--- src/rtl/scan_display_mux.sv ---
// scan_display_mux
// Time-multiplexed scanner for a DIGITS-digit 7-segment or LED array.
// It holds a double-buffered frame of DIGITS values and steps through the digits,
// spending PRESCALE clock cycles on each one. It drives the selected value to the
// segment decoder and raises a one-hot digit strobe. The first BLANK cycles of every
// slot keep all strobes inactive, which suppresses ghosting between digits.
//
// Ports:
//   CLK         system clock; all state changes on the rising edge
//   RESET_N     asynchronous, active-low reset
//   DATA_IN     frame value; digit k is at bits [k*WIDTH +: WIDTH]
//   LOAD        single-cycle strobe that captures DATA_IN into the pending buffer
//   DIGIT_EN    per-digit enable; 0 keeps that digit's strobe inactive
//   DATA_OUT    value of the current digit
//   STROBE      one-hot digit drive; asserted as 0 when STROBE_ACTIVE_LOW != 0
//   SEL         index of the current digit
//   FRAME_START one-cycle pulse in the first cycle of slot 0
module scan_display_mux #(
    parameter int DIGITS            = 4,
    parameter int WIDTH             = 4,
    parameter int PRESCALE          = 1000,
    parameter int BLANK             = 10,
    parameter int STROBE_ACTIVE_LOW = 1,
    parameter int SW                = (DIGITS > 1) ? $clog2(DIGITS) : 1
) (
    input  logic                      CLK,
    input  logic                      RESET_N,
    input  logic [DIGITS*WIDTH-1:0]   DATA_IN,
    input  logic                      LOAD,
    input  logic [DIGITS-1:0]         DIGIT_EN,
    output logic [WIDTH-1:0]          DATA_OUT,
    output logic [DIGITS-1:0]         STROBE,
    output logic [SW-1:0]             SEL,
    output logic                      FRAME_START
);

    localparam int CW = (PRESCALE > 1) ? $clog2(PRESCALE) : 1;
    localparam logic [DIGITS-1:0] STROBE_IDLE =
        (STROBE_ACTIVE_LOW != 0) ? {DIGITS{1'b1}} : {DIGITS{1'b0}};

    logic [CW-1:0]           cnt_r;
    logic [SW-1:0]           sel_r;
    logic [DIGITS*WIDTH-1:0] active_r;
    logic [DIGITS*WIDTH-1:0] pending_r;
    logic                    pvalid_r;
    logic [WIDTH-1:0]        data_out_r;
    logic [DIGITS-1:0]       strobe_r;
    logic                    frame_start_r;

    logic                    last_cnt_s;
    logic                    frame_end_s;
    logic [CW-1:0]           cnt_nxt_s;
    logic [SW-1:0]           sel_nxt_s;
    logic [DIGITS*WIDTH-1:0] active_nxt_s;
    logic [DIGITS*WIDTH-1:0] pending_nxt_s;
    logic                    pvalid_nxt_s;
    logic [DIGITS-1:0]       onehot_s;
    logic [WIDTH-1:0]        data_nxt_s;
    logic [DIGITS-1:0]       strobe_nxt_s;
    logic                    frame_start_nxt_s;

    // Slot counter and digit index advance.
    always_comb begin
        last_cnt_s  = (cnt_r == CW'(PRESCALE - 1));
        frame_end_s = last_cnt_s && (sel_r == SW'(DIGITS - 1));
        cnt_nxt_s   = cnt_r;
        sel_nxt_s   = sel_r;
        if (last_cnt_s) begin
            cnt_nxt_s = {CW{1'b0}};
            if (sel_r == SW'(DIGITS - 1)) begin
                sel_nxt_s = {SW{1'b0}};
            end else begin
                sel_nxt_s = sel_r + SW'(1);
            end
        end else begin
            cnt_nxt_s = cnt_r + CW'(1);
            sel_nxt_s = sel_r;
        end
    end

    // Double buffer: active only changes on the frame-boundary edge, so a frame never tears.
    // A LOAD on that same edge bypasses pending and goes straight to active.
    always_comb begin
        active_nxt_s  = active_r;
        pending_nxt_s = pending_r;
        pvalid_nxt_s  = pvalid_r;
        if (frame_end_s) begin
            if (LOAD) begin
                active_nxt_s = DATA_IN;
                pvalid_nxt_s = 1'b0;
            end else if (pvalid_r) begin
                active_nxt_s = pending_r;
                pvalid_nxt_s = 1'b0;
            end else begin
                active_nxt_s = active_r;
                pvalid_nxt_s = 1'b0;
            end
        end else if (LOAD) begin
            pending_nxt_s = DATA_IN;
            pvalid_nxt_s  = 1'b1;
        end else begin
            pending_nxt_s = pending_r;
            pvalid_nxt_s  = pvalid_r;
        end
    end

    // Output values are computed from next state so the registered outputs line up with CNT/SEL.
    always_comb begin
        onehot_s   = {DIGITS{1'b0}};
        data_nxt_s = active_nxt_s[int'(sel_nxt_s)*WIDTH +: WIDTH];
        if ((int'(cnt_nxt_s) >= BLANK) && DIGIT_EN[sel_nxt_s]) begin
            onehot_s[sel_nxt_s] = 1'b1;
        end else begin
            onehot_s = {DIGITS{1'b0}};
        end
        if (STROBE_ACTIVE_LOW != 0) begin
            strobe_nxt_s = ~onehot_s;
        end else begin
            strobe_nxt_s = onehot_s;
        end
        frame_start_nxt_s = (sel_nxt_s == {SW{1'b0}}) && (cnt_nxt_s == {CW{1'b0}});
    end

    // State and output registers.
    always_ff @(posedge CLK or negedge RESET_N) begin
        if (!RESET_N) begin
            cnt_r         <= {CW{1'b0}};
            sel_r         <= {SW{1'b0}};
            active_r      <= {(DIGITS*WIDTH){1'b0}};
            pending_r     <= {(DIGITS*WIDTH){1'b0}};
            pvalid_r      <= 1'b0;
            data_out_r    <= {WIDTH{1'b0}};
            strobe_r      <= STROBE_IDLE;
            frame_start_r <= 1'b0;
        end else begin
            cnt_r         <= cnt_nxt_s;
            sel_r         <= sel_nxt_s;
            active_r      <= active_nxt_s;
            pending_r     <= pending_nxt_s;
            pvalid_r      <= pvalid_nxt_s;
            data_out_r    <= data_nxt_s;
            strobe_r      <= strobe_nxt_s;
            frame_start_r <= frame_start_nxt_s;
        end
    end

    assign DATA_OUT    = data_out_r;
    assign STROBE      = strobe_r;
    assign SEL         = sel_r;
    assign FRAME_START = frame_start_r;

endmodule

--- config.mk ---
export PLATFORM = sky130hd
export DESIGN_NAME = scan_display_mux
export DESIGN_NICKNAME = d
export VERILOG_FILES = /design/src/rtl/scan_display_mux.sv
export SDC_FILE = /design/constraint.sdc
export NUM_CORES = 1
export LEC_CHECK = 0
export ABC_CLOCK_PERIOD_IN_PS = 3100
export CAP_MARGIN = 20
export CORE_MARGIN = 5
export CORE_UTILIZATION = 52
export CTS_CLUSTER_DIAMETER = 30
export DETAILED_ROUTE_END_ITERATION = 6
export HOLD_SLACK_MARGIN = 0.05
export PLACE_DENSITY = 0.75
export SYNTH_ARGS = -nofsm -noshare
export SYNTH_HDL_FRONTEND = slang
export SYNTH_SLANG_ARGS = --single-unit
--- constraint.sdc ---
create_clock -name CLK -period 3.1 [get_ports CLK]
set_input_delay 0.62 -clock CLK [delete_from_list [all_inputs] [get_ports CLK]]
set_output_delay 0.62 -clock CLK [all_outputs]
set_load 0.1 [all_outputs]
**After elaboration in Yosys (flattened, before gate mapping)**

Index checks and enable logic that the tools add are counted.
Widths: inputs -> output; s select.

- Flip-flop bits (word level): 54
- Output and inout bits: 11

- $add $sub $neg: 2
- Order comparisons: 3
- Equality and inequality tests: 2
- Shifts and indexed selects: 1
- Multiplexer cells: 13
- Bitwise gates (word level): 2
- Reduce and logical (&&, ||, !) cells: 8

Operators by type and width:

| cell | count |
|---|---|
| $mux 16 | 3 |
| $shiftx 16x5->4 | 1 |
| $add 10x1->10 const B | 1 |
| $eq 10x10->1 const B | 1 |
| $ge 10x4->1 const B | 1 |
| $logic_not 10->1 | 1 |
| $mux 10 | 1 |
| $logic_and 1x1->1 | 4 |
| $mux 1 | 4 |
| $mux 2 | 2 |
| $mux 4 | 1 |
| $not 4->4 | 1 |
| $lt 2x3->1 const B | 1 |
| $add 2x1->2 const B | 1 |
| $bmux 1 s2 | 1 |
| $demux 1 s2 | 1 |
| $eq 2x2->1 const B | 1 |
| $ge 2x1->1 const B | 1 |
| $logic_not 2->1 | 1 |
| $reduce_and 2->1 | 1 |
| $reduce_bool 2->1 | 1 |
| $not 1->1 | 1 |

**Depth between registers and ports, before layout**

Gate-level depths: netlist of run 1.

- Depth after elaboration: 9
- Mapped depth: 8
- Depth with buffers taken out: 7

**Worst setup path after synthesis of run 1**

Ideal clock, no wire load.

- Path kind: register to register
- Start: register sel_r[0], in the netlist SEL[0]
- End: register data_out_r[0], in the netlist DATA_OUT[0]
- Setup time: 126 ps
- Arrival time: 2,884 ps
- Setup slack: 90 ps
- Cell stages (with the launch flop): 8
- Path buffers: 1
- Clock period less this slack: 3,010 ps
- Path through: dfrtp_1 > ha_1 > clkbuf_1 > nor4bb_1 > nand4_1 > o221a_1 > a22o_1 > a221o_1

- Longest elaborated chain between the ends: 4

RTL lines:

| what | line | source |
|---|---|---|
| start, declared | 42 | `logic [SW-1:0] sel_r;` |
| start signal, assigned | 128 | `sel_r <= {SW{1'b0}};` |
| start signal, assigned | 137 | `sel_r <= sel_nxt_s;` |
| $eq 2x2->1 | 65 | `frame_end_s = last_cnt_s && (sel_r == SW'(DIGITS - 1));` |
| $logic_and 1x1->1 | 65 |  |
| $mux 16 | 87 | `if (frame_end_s) begin` |
| named net active_nxt_s[12] | 54 | `logic [DIGITS*WIDTH-1:0] active_nxt_s;` |
| $shiftx 16x5->4 | 110 | `data_nxt_s = active_nxt_s[int'(sel_nxt_s)*WIDTH +: WIDTH];` |
| named net data_nxt_s[0] | 58 | `logic [WIDTH-1:0] data_nxt_s;` |
| end signal, assigned | 132 | `data_out_r <= {WIDTH{1'b0}};` |
| end signal, assigned | 141 | `data_out_r <= data_nxt_s;` |
| end, declared | 46 | `logic [WIDTH-1:0] data_out_r;` |

The timed path passes the listed nets, and every way through them passes these cells.
A chain may end at the register's enable or synchronous reset.

**Worst setup path after layout of run 1**

- Start: register sel_r[0], in the netlist SEL[0]
- End: register data_out_r[3], in the netlist DATA_OUT[3]

- Longest elaborated chain between the ends: 4

RTL lines:

| what | line |
|---|---|
| $add 2x1->2 / $eq 2x2->1 (equally long branches) | 73, 65, 70 |
| $mux 2 / $logic_and 1x1->1 (equally long branches) | 70, 65 |
| $mux 2 / $mux 16 (equally long branches) | 68, 87 |
| $shiftx 16x5->4 * | 110 |
| named net data_nxt_s[3] | 58 |

Mark *: on every way through the listed nets, which the timed path passes. The rest lies on a longest branch.

==> summary.txt, run 1 <==
Residual DRC count -> 0
GP Congestion -> 0.942
H-tree levels -> 2
Max clock buf depth -> 2
Core ar. -> 5200 sq um
Yosys cell types -> 62
Total wire length -> 6640 um
Detailed Place HPWL -> 4810 um
Grt ovf -> 0
Global-route wire length before repair -> 11000 um
Post-synthesis cell count -> 267
Fin crit period -> 2.76 ns
Ys async rst share -> 1.00
Starting Density -> 0.542
R2R Setup Slk -> 0.34 ns
WP data arrival -> 3.00 ns
Die Span Y -> 83.7 um
Synthesized area -> 2820 sq um
Fin crit share -> 0.891
Synthesized Nets -> 294
Cts hold-fix bufs -> 0
Post-synth EDFFs -> 0
Postcts setup bufs -> 0
Num CTS Buffers -> 5
Die width -> 83.7 um
Largest net degree at the start of global routing -> 29
Simple-Gate Fraction of Synth Area -> 0.182
Vias per cell -> 6.27
Mapped Avg Cell Area -> 10.6 sq um
Total GRT Usage -> 0.192
Post-synthesis register bit count -> 54
CTS Root Cell -> clkbuf_8
ANT nets after route -> 0
I/O Buffers -> 33
CP Launch Type -> flip-flop
RR Startpoint -> SEL[0]
DIE AREA -> 7000 sq um
Crit path max-delay cell type -> ha_1
Clk slew on worst S/H paths -> 0.08 ns
Largest family of logic cells by synthesized area -> simple AND/OR/NAND/NOR gates
Ant diodes -> 0
Top cells by area, synth -> dfrtp_1 (44%), mux2_2 (5.2%), dfstp_2 (3.7%), a221o_1 (2.5%), inv_1 (2.1%)
Xor/xnor share of the synthesized area -> 0.0248
Relative slew slack -> 0.415
FF-to-FF End -> DATA_OUT[3]
Slew Viols, Final -> 0
Row count -> 26
Area grow syn2layout -> 15.6%
Resized cells post-CTS -> 0
Post-placement setup slack -> 0.443 ns
Final count of negative-setup-slack endpoints -> 0
Worst Hold Class -> in -> async
Fmax -> 362 MHz
Mux cell area share after synthesis -> 0.0590
Largest stage delay, worst path -> 0.61 ns
RSZ-0062 raised after global routing -> false
Area of the multi-input gates -> 1310 sq um
CP Class -> reg -> reg
TritonRoute pass-1 iters -> 5
Clock Latency Late Sink -> 0.30 ns
Total vias in the final route -> 2296
Area fraction in compound gates after synthesis -> 0.181
Final Hold Violating Endpoints -> 0
Area leader, netlist -> dfrtp_1
R2r worst-path depth -> 6
Nets -> 323
Vias in the first global route -> 2139
Num Clock Sinks -> 54
Crit Path Max Fanout -> 18
Worst hold slack -> 0.334 ns
Req. time, crit path -> 3.34 ns
Primary FF master, synth -> dfrtp_1
Reg area -> 1360 sq um
Number of fill cells -> 433
Worst Path Buf+Inv -> 0
Actual slew at the worst max-slew pin -> 0.875 ns
CP cell instances -> ha_1 > nor2_1 > or4_1 > o22ai_1 > a22o_1 > a221o_1
Layout cells sized above 1 -> 0.162
CP delay by family, top -> compound AO/OA/AOI/OAI gates
First DRT Iteration DRCs -> 215
Status -> finished clean
Post-Synth Adder-Cell Area -> 0.0177
Worst Setup SP -> SEL[0]
Worst Skew -> 0.0109 ns
Max_cap viols -> 0
# IOs -> 34
Static Leak -> 1.34 nW
Yosys synthesis warning count -> 0
DR WL/cell -> 18.2 um
Setup slack after layout -> 0.339 ns
TritonCTS clock tree -> done
Worst VDD drop -> 238 uV
Top-area cell type share of the netlist area -> 0.443
Pwr dens -> 372 nW/um^2
CP Capture Type -> flip-flop
Sequential fraction of the synthesis area -> 0.480
Setup TNS -> 0 ns
Initial antenna violation count -> 0
## worst max path at each step
stage                             end  slack (ns)  cells after the start
final                     DATA_OUT[3]        0.34                      6
after global routing      DATA_OUT[3]        0.24                      6
after CTS                 DATA_OUT[3]        0.40                      6
after detailed placement  DATA_OUT[3]        0.44                      6
after global placement    DATA_OUT[2]        0.49                      6
after floorplan           DATA_OUT[0]        0.09                      7
## where the power goes
group,leakage [nW],switching (W),total (W),internal (W)
sequential,0.643,0.0000137,0.000744,0.000730
clock,0.0383,0.000210,0.000366,0.000156
combinational,0.660,0.0000478,0.000102,0.0000541
total,1.34,0.000272,0.00121,0.000940
## cells by family after synthesis
logic type | count (synthesis)
flops | 54
buf+inv | 35
compound gates | 66
fa+ha+maj | 4
simple gates | 85
mux | 15
xor+xnor | 8
## placed cells by master (no fill, tap or decap), types with 4 or more instances in the layout
cell type / Yosys / layout
dfrtp_1: 50 / 50
clkdlybuf4s50_1: 0 / 21
buf_4: 3 / 18
inv_1: 16 / 16
nor2_1: 15 / 15
nand2_1: 13 / 13
mux2_2: 13 / 13
nand3_1: 11 / 11
o21ai_0: 10 / 10
nand4_1: 9 / 9
a221o_1: 7 / 7
xor2_1: 6 / 6
a21oi_1: 6 / 6
and2_1: 5 / 5
clkbuf_8: 0 / 5
dfstp_2: 4 / 4
o22ai_1: 4 / 4
nand4b_1: 4 / 4
ha_1: 4 / 4
## sequential cells by signal, indices dropped and copies added, names as in the netlist
register / count
active_r: 16
pending_r: 16
cnt_r: 10
DATA_OUT: 4
STROBE: 4
SEL: 2
FRAME_START: 1
pvalid_r: 1
## routing by layer
metal	GRT usage	routed length [um]	vias to the layer above
met4	0.0395	80	0
met5	0	0	-
met3	0.0415	404	13
li1	-	-	1065
met1	0.288	3150	1153
met2	0.286	3010	65
## per-stage QoR
stage                     total power [W]  cell area [sq um]   util  cells
final                             0.00121               3260  0.627    366
after global routing              0.00127               3260  0.627    366
after CTS                         0.00122               3260  0.627    366
after detailed placement         0.000860               3190  0.612    359
after global placement           0.000857               3190  0.612    359
after floorplan                  0.000797               2820      -    267
## cells in the mapped netlist, drive strengths merged, types with 3 or more instances
library cell,instances
nand4,9
clkbuf,10
a21boi,3
nor4bb,3
xor2,6
dfstp,4
a31oi,3
a22o,3
o41ai,3
buf,9
nand3,11
ha,4
nand2b,3
and2,6
nand4b,4
or4,3
nand2,13
a221o,7
o21ai,11
o22ai,4
nor2,15
a21oi,6
o221a,3
a2111o,3
and4,3
mux2,13
dfrtp,50
inv,16
## layout make-up
| class | instances | share of cell area |
|---|---|---|
| sequential | 54 | 0.416 |
| multi-input combinational | 178 | 0.402 |
| timing repair buffer | 41 | 0.114 |
| tap | 70 | 0.0269 |
| clock buffer | 7 | 0.0234 |
| inverter | 16 | 0.0184 |
Power figures use the tool's default switching activity.
==> run 2: changes to the inputs <==
--- a/config.mk
+++ b/config.mk
@@ -10,6 +10,7 @@
 export CORE_MARGIN = 5
 export CORE_UTILIZATION = 52
 export CTS_CLUSTER_DIAMETER = 30
+export CTS_CLUSTER_SIZE = 40
 export DETAILED_ROUTE_END_ITERATION = 6
 export HOLD_SLACK_MARGIN = 0.05
 export PLACE_DENSITY = 0.75
==> results of run 2 <==
No change in the layout: final DEF, timing and power equal those of run 1.
